$ cat config.mk
export PLATFORM = sky130hd
export DESIGN_NAME = fifo_push_arbiter
export DESIGN_NICKNAME = d
export VERILOG_FILES = /design/src/rtl/fifo_push_arbiter.sv
export SDC_FILE = /design/constraint.sdc
export NUM_CORES = 1
export LEC_CHECK = 0
export BUFFER_PORTS_ARGS = -buffer_cell sky130_fd_sc_hd__clkbuf_2
export CORE_ASPECT_RATIO = 0.9
export CORE_MARGIN = 5
export CORE_UTILIZATION = 30
export DETAILED_ROUTE_END_ITERATION = 8
export PLACE_DENSITY = 0.66
export SKIP_CTS_REPAIR_TIMING = 1
export SLEW_MARGIN = 15
export SYNTH_ARGS = -nofsm -noshare
export SYNTH_HDL_FRONTEND = slang
export SYNTH_SLANG_ARGS = --single-unit
$ cat constraint.sdc
create_clock -name clk -period 3.7 [get_ports clk]
set_clock_uncertainty 0.2 [all_clocks]
set_input_delay 0.37 -clock clk [delete_from_list [all_inputs] [get_ports clk]]
set_output_delay 0.37 -clock clk [all_outputs]
set_load 0.01 [all_outputs]
$ cat src/rtl/fifo_push_arbiter.sv
// Round-robin arbiter sharing one FIFO push port among NUM_REQ producers.
// Supports bursts held until the last beat, capped at MAX_BURST beats per tenure.
module fifo_push_arbiter #(
    parameter int unsigned NUM_REQ    = 4,
    parameter int unsigned DATA_WIDTH = 8,
    parameter int unsigned MAX_BURST  = 4,
    localparam int unsigned IDX_W     = $clog2(NUM_REQ)
) (
    input  logic                          clk,
    input  logic                          reset_n,
    input  logic [NUM_REQ-1:0]            req_valid_i,
    input  logic [NUM_REQ*DATA_WIDTH-1:0] req_data_i,
    input  logic [NUM_REQ-1:0]            req_last_i,
    output logic [NUM_REQ-1:0]            req_grant_o,
    output logic                          push_valid_o,
    output logic [DATA_WIDTH-1:0]         push_data_o,
    input  logic                          push_grant_i,
    output logic [IDX_W-1:0]              owner_o,
    output logic                          locked_o
);

    localparam int unsigned CNT_W = $clog2(MAX_BURST + 1);

    typedef enum logic {
        IDLE   = 1'b0,
        LOCKED = 1'b1
    } state_e;

    state_e             state_q, state_d;
    logic [IDX_W-1:0]   owner_q, owner_d;
    logic [IDX_W-1:0]   rr_q, rr_d;
    logic [CNT_W-1:0]   beat_q, beat_d;

    logic [IDX_W-1:0]   sel;
    logic               sel_valid;
    logic               xfer;
    logic               release_burst;

    // Selection: owner while locked, else first valid requester from rr_q with modulo wrap
    always_comb begin
        int unsigned idx;
        logic        found;
        sel   = rr_q;
        found = 1'b0;
        idx   = 0;
        if (state_q == LOCKED) begin
            sel = owner_q;
        end else begin
            for (int unsigned k = 0; k < NUM_REQ; k++) begin
                idx = 32'(rr_q) + k;
                if (idx >= NUM_REQ) idx = idx - NUM_REQ;
                if (!found && req_valid_i[IDX_W'(idx)]) begin
                    found = 1'b1;
                    sel   = IDX_W'(idx);
                end
            end
        end
    end

    assign sel_valid     = req_valid_i[sel];
    assign xfer          = reset_n & sel_valid & push_grant_i;
    assign release_burst = req_last_i[sel] | ((32'(beat_q) + 32'd1) == MAX_BURST);

    // Push-port outputs; forced to zero while reset is asserted
    always_comb begin
        push_valid_o = reset_n & sel_valid;
        push_data_o  = '0;
        req_grant_o  = '0;
        owner_o      = reset_n ? sel : '0;
        locked_o     = reset_n & (state_q == LOCKED);
        for (int i = 0; i < NUM_REQ; i++) begin
            if (sel == IDX_W'(i)) begin
                if (reset_n) push_data_o = req_data_i[i*DATA_WIDTH +: DATA_WIDTH];
                req_grant_o[i] = reset_n & push_grant_i
                               & ((state_q == LOCKED) | req_valid_i[i]);
            end
        end
    end

    // Next-state: lock, release or hold depending on the transfer this cycle
    always_comb begin
        state_d = state_q;
        owner_d = owner_q;
        rr_d    = rr_q;
        beat_d  = beat_q;
        if (xfer) begin
            if (release_burst) begin
                state_d = IDLE;
                rr_d    = (32'(sel) + 32'd1 >= NUM_REQ) ? '0 : sel + IDX_W'(1);
                beat_d  = '0;
            end else begin
                state_d = LOCKED;
                owner_d = sel;
                beat_d  = beat_q + CNT_W'(1);
            end
        end
    end

    always_ff @(posedge clk or negedge reset_n) begin
        if (!reset_n) begin
            state_q <= IDLE;
            owner_q <= '0;
            rr_q    <= '0;
            beat_q  <= '0;
        end else begin
            state_q <= state_d;
            owner_q <= owner_d;
            rr_q    <= rr_d;
            beat_q  <= beat_d;
        end
    end

endmodule
==> results of run 1 <==
## through the flow
| stage | power (mW) | hold slack, ps | std cells |
|---|---|---|---|
| after floorplan | 0.7762 | -125.6 | 135 |
| after global placement | 0.9646 | 53.42 | 227 |
| after detailed placement | 0.9611 | 47.95 | 227 |
| after CTS | 1.070 | -192.9 | 230 |
| after global routing | 1.250 | 333.3 | 235 |
| final | 1.125 | 288.0 | 235 |
## cells in the mapped netlist, types with 2 or more instances
library cell and number:
sky130_fd_sc_hd__inv_1 5, sky130_fd_sc_hd__a22oi_1 7, sky130_fd_sc_hd__clkbuf_1 7, sky130_fd_sc_hd__dfrtp_1 8, sky130_fd_sc_hd__nor3b_1 2, sky130_fd_sc_hd__ha_1 5, sky130_fd_sc_hd__or2_1 2, sky130_fd_sc_hd__nor2b_1 4
sky130_fd_sc_hd__nor2_1 32, sky130_fd_sc_hd__a21oi_1 16, sky130_fd_sc_hd__nand2_1 11, sky130_fd_sc_hd__o21ai_1 4, sky130_fd_sc_hd__mux2_4 3, sky130_fd_sc_hd__o21ai_0 6
## power by group
group / internal (mW) / switching [mW]
sequential: 0.125 / 0.0536
clock: 0.0707 / 0.0363
combinational: 0.377 / 0.463
total: 0.572 / 0.553
## sequential cells by signal, indices dropped and copies added (netlist names)
name     cells
state_q      1
rr_q         2
owner_q      2
beat_q       3
## kinds of logic after synthesis
kind of cell | after synthesis | share of synthesized area (%)
AOI/OAI and AO/OA | 46 | 33.13
adders and majority gates | 5 | 6.274
and+or+nand+nor | 56 | 25.60
muxes | 6 | 8.908
buffers and inverters | 14 | 6.023
DFF | 8 | 20.08
## cell type report
type | count | area [um^2]
fill | 330 | 1727
tap | 42 | 52.55
timing repair buffer | 63 | 330.3
clock buffer | 3 | 41.29
multi-input combinational | 113 | 739.5
sequential | 8 | 201.4
inverter | 6 | 22.52
## worst reg2reg max path, delay by kind of cell (launching register included)
| family | cells | cell delay (ps) |
|---|---|---|
| AND/OR/NAND/NOR | 4 | 700 |
| flip-flops | 1 | 400 |
| multiplexers | 2 | 860 |
| buffers and inverters | 1 | 150 |
| AO/OA/AOI/OAI | 2 | 250 |
## metal layers
layer	GRT usage, %	routed length, um	share of wire (%)
met5	0	0	0
met4	5.634	65	2.1
met2	20.72	1541	49
met3	1.546	119	3.8
met1	18.82	1430	45
## worst paths after layout
check	start	endpoint	slack [ps]	depth (start not counted)
worst max register to register	rr_q[0]$_DFFE_PN0P_	rr_q[1]$_DFFE_PN0P_	1040	9
worst min-delay path	beat_q[0]$_DFFE_PN0P_	beat_q[0]$_DFFE_PN0P_	290	1
max in group asynchronous	reset_n	state_q$_DFFE_PN0P_	2740	2
worst max-delay path	rr_q[1]$_DFFE_PN0P_	push_data_o[6]	260	13
worst min register to register	beat_q[0]$_DFFE_PN0P_	beat_q[0]$_DFFE_PN0P_	290	1
min in group asynchronous	reset_n	owner_q[0]$_DFFE_PN0P_	340	2
==> flow_summary_export.csv, run 1 <==
group,metric,value,unit
pwr,power.density,810.8,mW/mm^2
synthesis,syn_nets,183,
routing,vias_per_cell,4.915,
clocking,clk_root_buffer_cell,"sky130_fd_sc_hd__clkbuf_8",
sta,period_needed,3437,ps
place,place.port_buffers,58,
pwr,peakVddDrop,0.3716,mV
critical_path,path_common_cell,"sky130_fd_sc_hd__nor2_1",
sta,setup_total_negative_slack,0,ps
clocking,max-clock-path-buffers,2,
global_routing,grt_util_all_layers,13.38,%
global_routing,grt_start_max_net_pins,18,
synthesis,syn_area_per_cell,7.387,um^2
layout,layout_common_cells,"sky130_fd_sc_hd__clkbuf_2 (58), sky130_fd_sc_hd__nor2_1 (32), sky130_fd_sc_hd__a21oi_1 (16), sky130_fd_sc_hd__nand2_1 (11)",
critical_path,timing.critical_path.buf_inv,2,
layout,fin_nets,243,
critical_path,critical_path.endpoint_type,"primary output",
critical_path,criticalPathCategory,"flop to primary output",
synthesis,synth_cell_type_count,37,
place,dp_hpwl,2.556,mm
critical_path,critical_path.top_delay_family,"simple AND/OR/NAND/NOR gates",
clocking,numCtsBuffers,3,
place,place_worst_setup_slack,256.5,ps
routing,drt-wirelength-per-cell,13.43,um
floorplanning,std_cell_rows,19,
critical_path,worstPathCellList,"or2_1, a21oi_2, o41ai_4, inv_1, ha_1, nor2b_2, a22oi_1, nor2_1, a21oi_1, nor2_1, a21oi_1, nor2_1, clkbuf_2",
critical_path,worst_path_arrival,2870,ps
sta,postLayoutSetupSlackWorst,263.1,ps
routing,detailroute.via_count,1155,
global_routing,first_global_vias,1066,
clocking,worst_setup_hold_path_clk_slew,40,ps
critical_path,crit_path_max_fanout,11,
global_routing,grt_antenna_before_repair,0,
synthesis,ys_dominant_reg_cell,"sky130_fd_sc_hd__dfrtp_1",
worst_hold_path,hold_path_class,"flop to flop",
job,max_cap_viol_count,0,
floorplanning,coreArea,0.003114,mm^2
clocking,htree_levels,1,
global_routing,global_route.overflow_total,0,
synthesis,async_s_r_ff_share_synth,100.0,%
floorplanning,top_level_ports,59,
clocking,clock-sinks,8,
routing,drt.antenna.violating_nets,0,
clocking,cts_tree,"built",
routing,drt_first_pass_iters,4,
place,detailed_place.area,0.001303,mm^2
synthesis,number_of_flops_mapped_to_enable_cells_by_yosys,0,
critical_path,cp_launch_type,"flop",
clocking,insertion_delay,230,ps
critical_path,slowest_stage,"sky130_fd_sc_hd__dfrtp_1",
synthesis,yosys.area.top_type,"sky130_fd_sc_hd__dfrtp_1",
sta,worst_slew_pin_tran,517.8,ps
place,finalWeightedCongestion,0.7994,
layout,fin_area,0.001388,mm^2
synthesis,postSynthCellCount,135,
pwr,power.leakage,0.7192,nW
layout,area_growth_syn_to_layout,39.15,%
layout,diodes,0,
layout,drive_gt1_share,41.97,%
layout,final_common_cell,"sky130_fd_sc_hd__clkbuf_2",
sta,post-route-period-util,92.89,%
synthesis,synth_warn,0,
routing,finalWirelength,3.156,mm
run_status,status,"complete, no violations",
sta,final_max_slew_viol_count,0,
floorplanning,initial_standard_cell_utilization_of_the_core,32.02,%
floorplanning,width_of_the_chip,70.77,um
sta,final_hold_viol_count,0,
routing,number_of_drc_markers_in_iteration_0,123,
layout,layout.core_utilization,44.56,%
sta,finalSetupViolations,0,
floorplanning,die-height,64.70,um
synthesis,yosys.area.top_type_share,20.08,%
sta,maxClockFrequency,291.0,MHz
synthesis,netlist_area,997.2,um^2
routing,drt_drc_violations_left,0,
sta,slew_headroom,65.48,%
synthesis,yosys_register_bits,8,
critical_path,critPathMaxStageDelay,490,ps
floorplanning,fp.dieArea,0.004578,mm^2
global_routing,wire_length_of_the_first_global_routing_pass,5.030,mm
synthesis,synthTopCellsByArea,"sky130_fd_sc_hd__dfrtp_1 (20%), sky130_fd_sc_hd__nor2_1 (12%), sky130_fd_sc_hd__a21oi_1 (8.0%)",
synthesis,seq_area_frac_synth,20.08,%
critical_path,required_time_worst_endpoint,3130,ps
Note: power is estimated with default switching activity, not from simulation.
==> inputs of run 2 (changes only) <==
- CORE_UTILIZATION: 30 -> 25
- HOLD_SLACK_MARGIN: unset -> 0.1
- PLACE_DENSITY: 0.66 -> 0.58
- TNS_END_PERCENT: unset -> 5
==> run 2 against run 1 <==
Compared with the run above:
- critical path depth rose by 2
- die area up 17%
- non-clock buffer count decreased by 1
- total power down 2.9%
- wire length rose by 1.0%
- combinational power shrank 2%
- clock-buffer cell count did not move
- sequential share of layout area about the same
- critical endpoint is now push_data_o[0]
- largest power group unchanged
- highest routed layer unchanged
==> flow_summary_export.csv, run 2 (synthesis gave the netlist of run 1 again) <==
group,metric,value,unit
place,place_worst_setup_slack,487.0,ps
clocking,insertion_delay,230,ps
sta,maxClockFrequency,300.4,MHz
pwr,power.clock.fraction,9.5,%
sta,finalSetupViolations,0,
place,place.detailed.instances,234,
place,place.port_buffers,58,
sta,final_hold_viol_count,0,
layout,largest_reg_flops,3,
layout,final_common_cell,"sky130_fd_sc_hd__clkbuf_2",
routing,detailroute.via_count,1110,
critical_path,count_of_cell_instances_traversed_by_the_critical_path,15,
routing,finalWirelength,3.189,mm
place,detailed_place.area,0.001330,mm^2
sta,worst_slew_pin_tran,550.3,ps
critical_path,r2r_start,"state_q$_DFFE_PN0P_",
global_routing,grt_util_all_layers,11.76,%
layout,fin_area,0.001381,mm^2
routing,drt.antenna.violating_nets,0,
critical_path,critical_path.top_delay_family,"simple AND/OR/NAND/NOR gates",
critical_path,critical_path.endpoint_type,"primary output",
layout,diodes,0,
routing,drt_first_pass_iters,4,
routing,number_of_drc_markers_in_iteration_0,72,
pwr,power.leakage,0.7153,nW
layout,layout_top_registers,"beat_q x3, owner_q x2, rr_q x2",
layout,largest-register,"beat_q",
critical_path,critical_path.endpoint,"push_data_o[0]",
pwr,cell_internal_pwr,0.5539,mW
global_routing,grt_start_max_net_pins,18,
global_routing,first_global_vias,1045,
clocking,htree_levels,1,
global_routing,global_route.overflow_total,0,
sta,setup_total_negative_slack,0,ps
place,dp_hpwl,2.633,mm
critical_path,worstPathCellList,"buf_4, inv_1, o31a_1, nand3_1, nand2_2, inv_2, ha_1, nor2b_1, a22oi_1, nor2_1, a21oi_1, nor2_1, a21oi_1, nor2_1, clkbuf_2",
critical_path,setup.reg_to_reg.worst_slack,1020,ps
clocking,numCtsBuffers,3,
critical_path,worst_path_arrival,2760,ps
floorplanning,top_level_ports,59,
layout,instances_no_fill,238,
routing,drt_drc_violations_left,0,
pwr,power.density,790.9,mW/mm^2
pwr,finalPower,1.092,mW
critical_path,path_common_cell,"sky130_fd_sc_hd__nor2_1",
pwr,peakVddDrop,0.2967,mV
routing,vias_per_cell,4.664,
layout,fill_cells,404,
clocking,clk_root_buffer_cell,"sky130_fd_sc_hd__clkbuf_8",
floorplanning,std_cell_rows,21,
clocking,worst_setup_hold_path_clk_slew,40,ps
layout,fin_nets,242,
sta,setup_repair_after_global_routing_missed_its_margin,"no",
critical_path,critPathMaxStageDelay,420,ps
global_routing,wire_length_of_the_first_global_routing_pass,5.244,mm
floorplanning,coreArea,0.003784,mm^2
clocking,clock-sinks,8,
floorplanning,width_of_the_chip,76.58,um
routing,drt-wirelength-per-cell,13.40,um
sta,post-route-period-util,89.96,%
pwr,switching_share,49.29,%
sta,postLayoutSetupSlackWorst,371.4,ps
global_routing,grt_antenna_before_repair,0,
critical_path,rr_worst_depth,10,
pwr,power_switching,0.5385,mW
pwr,combPwrFrac,75.5,%
critical_path,slowest_stage,"sky130_fd_sc_hd__dfrtp_1",
critical_path,startpoint,"state_q$_DFFE_PN0P_",
layout,layout_common_cells,"sky130_fd_sc_hd__clkbuf_2 (58), sky130_fd_sc_hd__nor2_1 (32), sky130_fd_sc_hd__a21oi_1 (16), sky130_fd_sc_hd__nand2_1 (11), sky130_fd_sc_hd__dfrtp_1 (8)",
place,finalWeightedCongestion,0.8030,
layout,multi_input_comb_area,737.0,um^2
clocking,cts_tree,"built",
critical_path,required_time_worst_endpoint,3130,ps
floorplanning,fp.dieArea,0.005354,mm^2
job,max_cap_viol_count,0,
critical_path,timing.critical_path.buf_inv,4,
sta,slew_headroom,63.31,%
layout,area_growth_syn_to_layout,38.52,%
clocking,max-clock-path-buffers,2,
floorplanning,die-height,69.92,um
layout,drive_gt1_share,40.63,%
critical_path,criticalPathCategory,"flop to primary output",
critical_path,timing.rr.end,"rr_q[1]$_DFFE_PN0P_",
critical_path,cp_launch_type,"flop",
critical_path,crit_path_max_fanout,8,
run_status,status,"complete, no violations",
pwr,power_frac_seq,15.0,%
layout,area.sequential,200.2,um^2
sta,period_needed,3329,ps
floorplanning,initial_standard_cell_utilization_of_the_core,26.36,%
worst_hold_path,hold_path_class,"flop to flop",
sta,final_max_slew_viol_count,0,
## run 2: worst min path at each step
| stage | depth (start not counted) | slack, ps | start | to |
|---|---|---|---|---|
| 2_1_floorplan | 0 | -130 | reset_n | beat_q[0]$_DFFE_PN0P_ |
| 3_5_place_dp | 1 | 60 | reset_n | beat_q[1]$_DFFE_PN0P_ |
| 6_report | 1 | 280 | beat_q[0]$_DFFE_PN0P_ | beat_q[0]$_DFFE_PN0P_ |
| 3_3_place_gp | 1 | 60 | reset_n | beat_q[1]$_DFFE_PN0P_ |
| 4_1_cts | 1 | -180 | reset_n | beat_q[1]$_DFFE_PN0P_ |
| 5_1_grt | 1 | 310 | beat_q[0]$_DFFE_PN0P_ | beat_q[0]$_DFFE_PN0P_ |
## run 2: power groups by stage
stage	Combinational [mW]	Clock (mW)	Sequential, mW
6_report	0.825	0.104	0.164
5_1_grt	0.944	0.110	0.168
4_1_cts	0.832	0.107	0.163
3_5_place_dp	0.828	0	0.164
3_3_place_gp	0.827	0	0.164
2_1_floorplan	0.624	0	0.152
## run 2: layer usage
layer  wire, um  vias to the layer above  track usage (%)
li1           -                      588                -
met1       1520                      486            16.68
met2       1470                       34            17.87
met3        176                        2            3.470
met4         22                        0            1.748
met5          0                        -                0
## run 2: worst register-to-register path: stages (launching register included)
cell and delay, ps:
sky130_fd_sc_hd__dfrtp_1 420, sky130_fd_sc_hd__buf_4 200, sky130_fd_sc_hd__inv_1 90, sky130_fd_sc_hd__o31a_1 110, sky130_fd_sc_hd__nand3_1 110, sky130_fd_sc_hd__nand2_2 110, sky130_fd_sc_hd__inv_2 130, sky130_fd_sc_hd__mux4_2 560
sky130_fd_sc_hd__a21oi_4 170, sky130_fd_sc_hd__or2_1 160, sky130_fd_sc_hd__mux2_4 300
## run 2: cell type report
class	count	area share [%]
clock buffers	3	2.989
inverters	6	1.630
multi-input cells	113	53.35
flip-flops and latches	8	14.49
well taps	46	4.167
repair buffers	62	23.37
## run 2: metrics by stage
stage               hold slack (ps)  utilization, %
floorplan                    -125.6               -
global placement              59.97           35.15
detailed placement            60.28           35.15
CTS                          -182.1           36.24
global route                  312.9           36.51
finish                        276.4           36.51
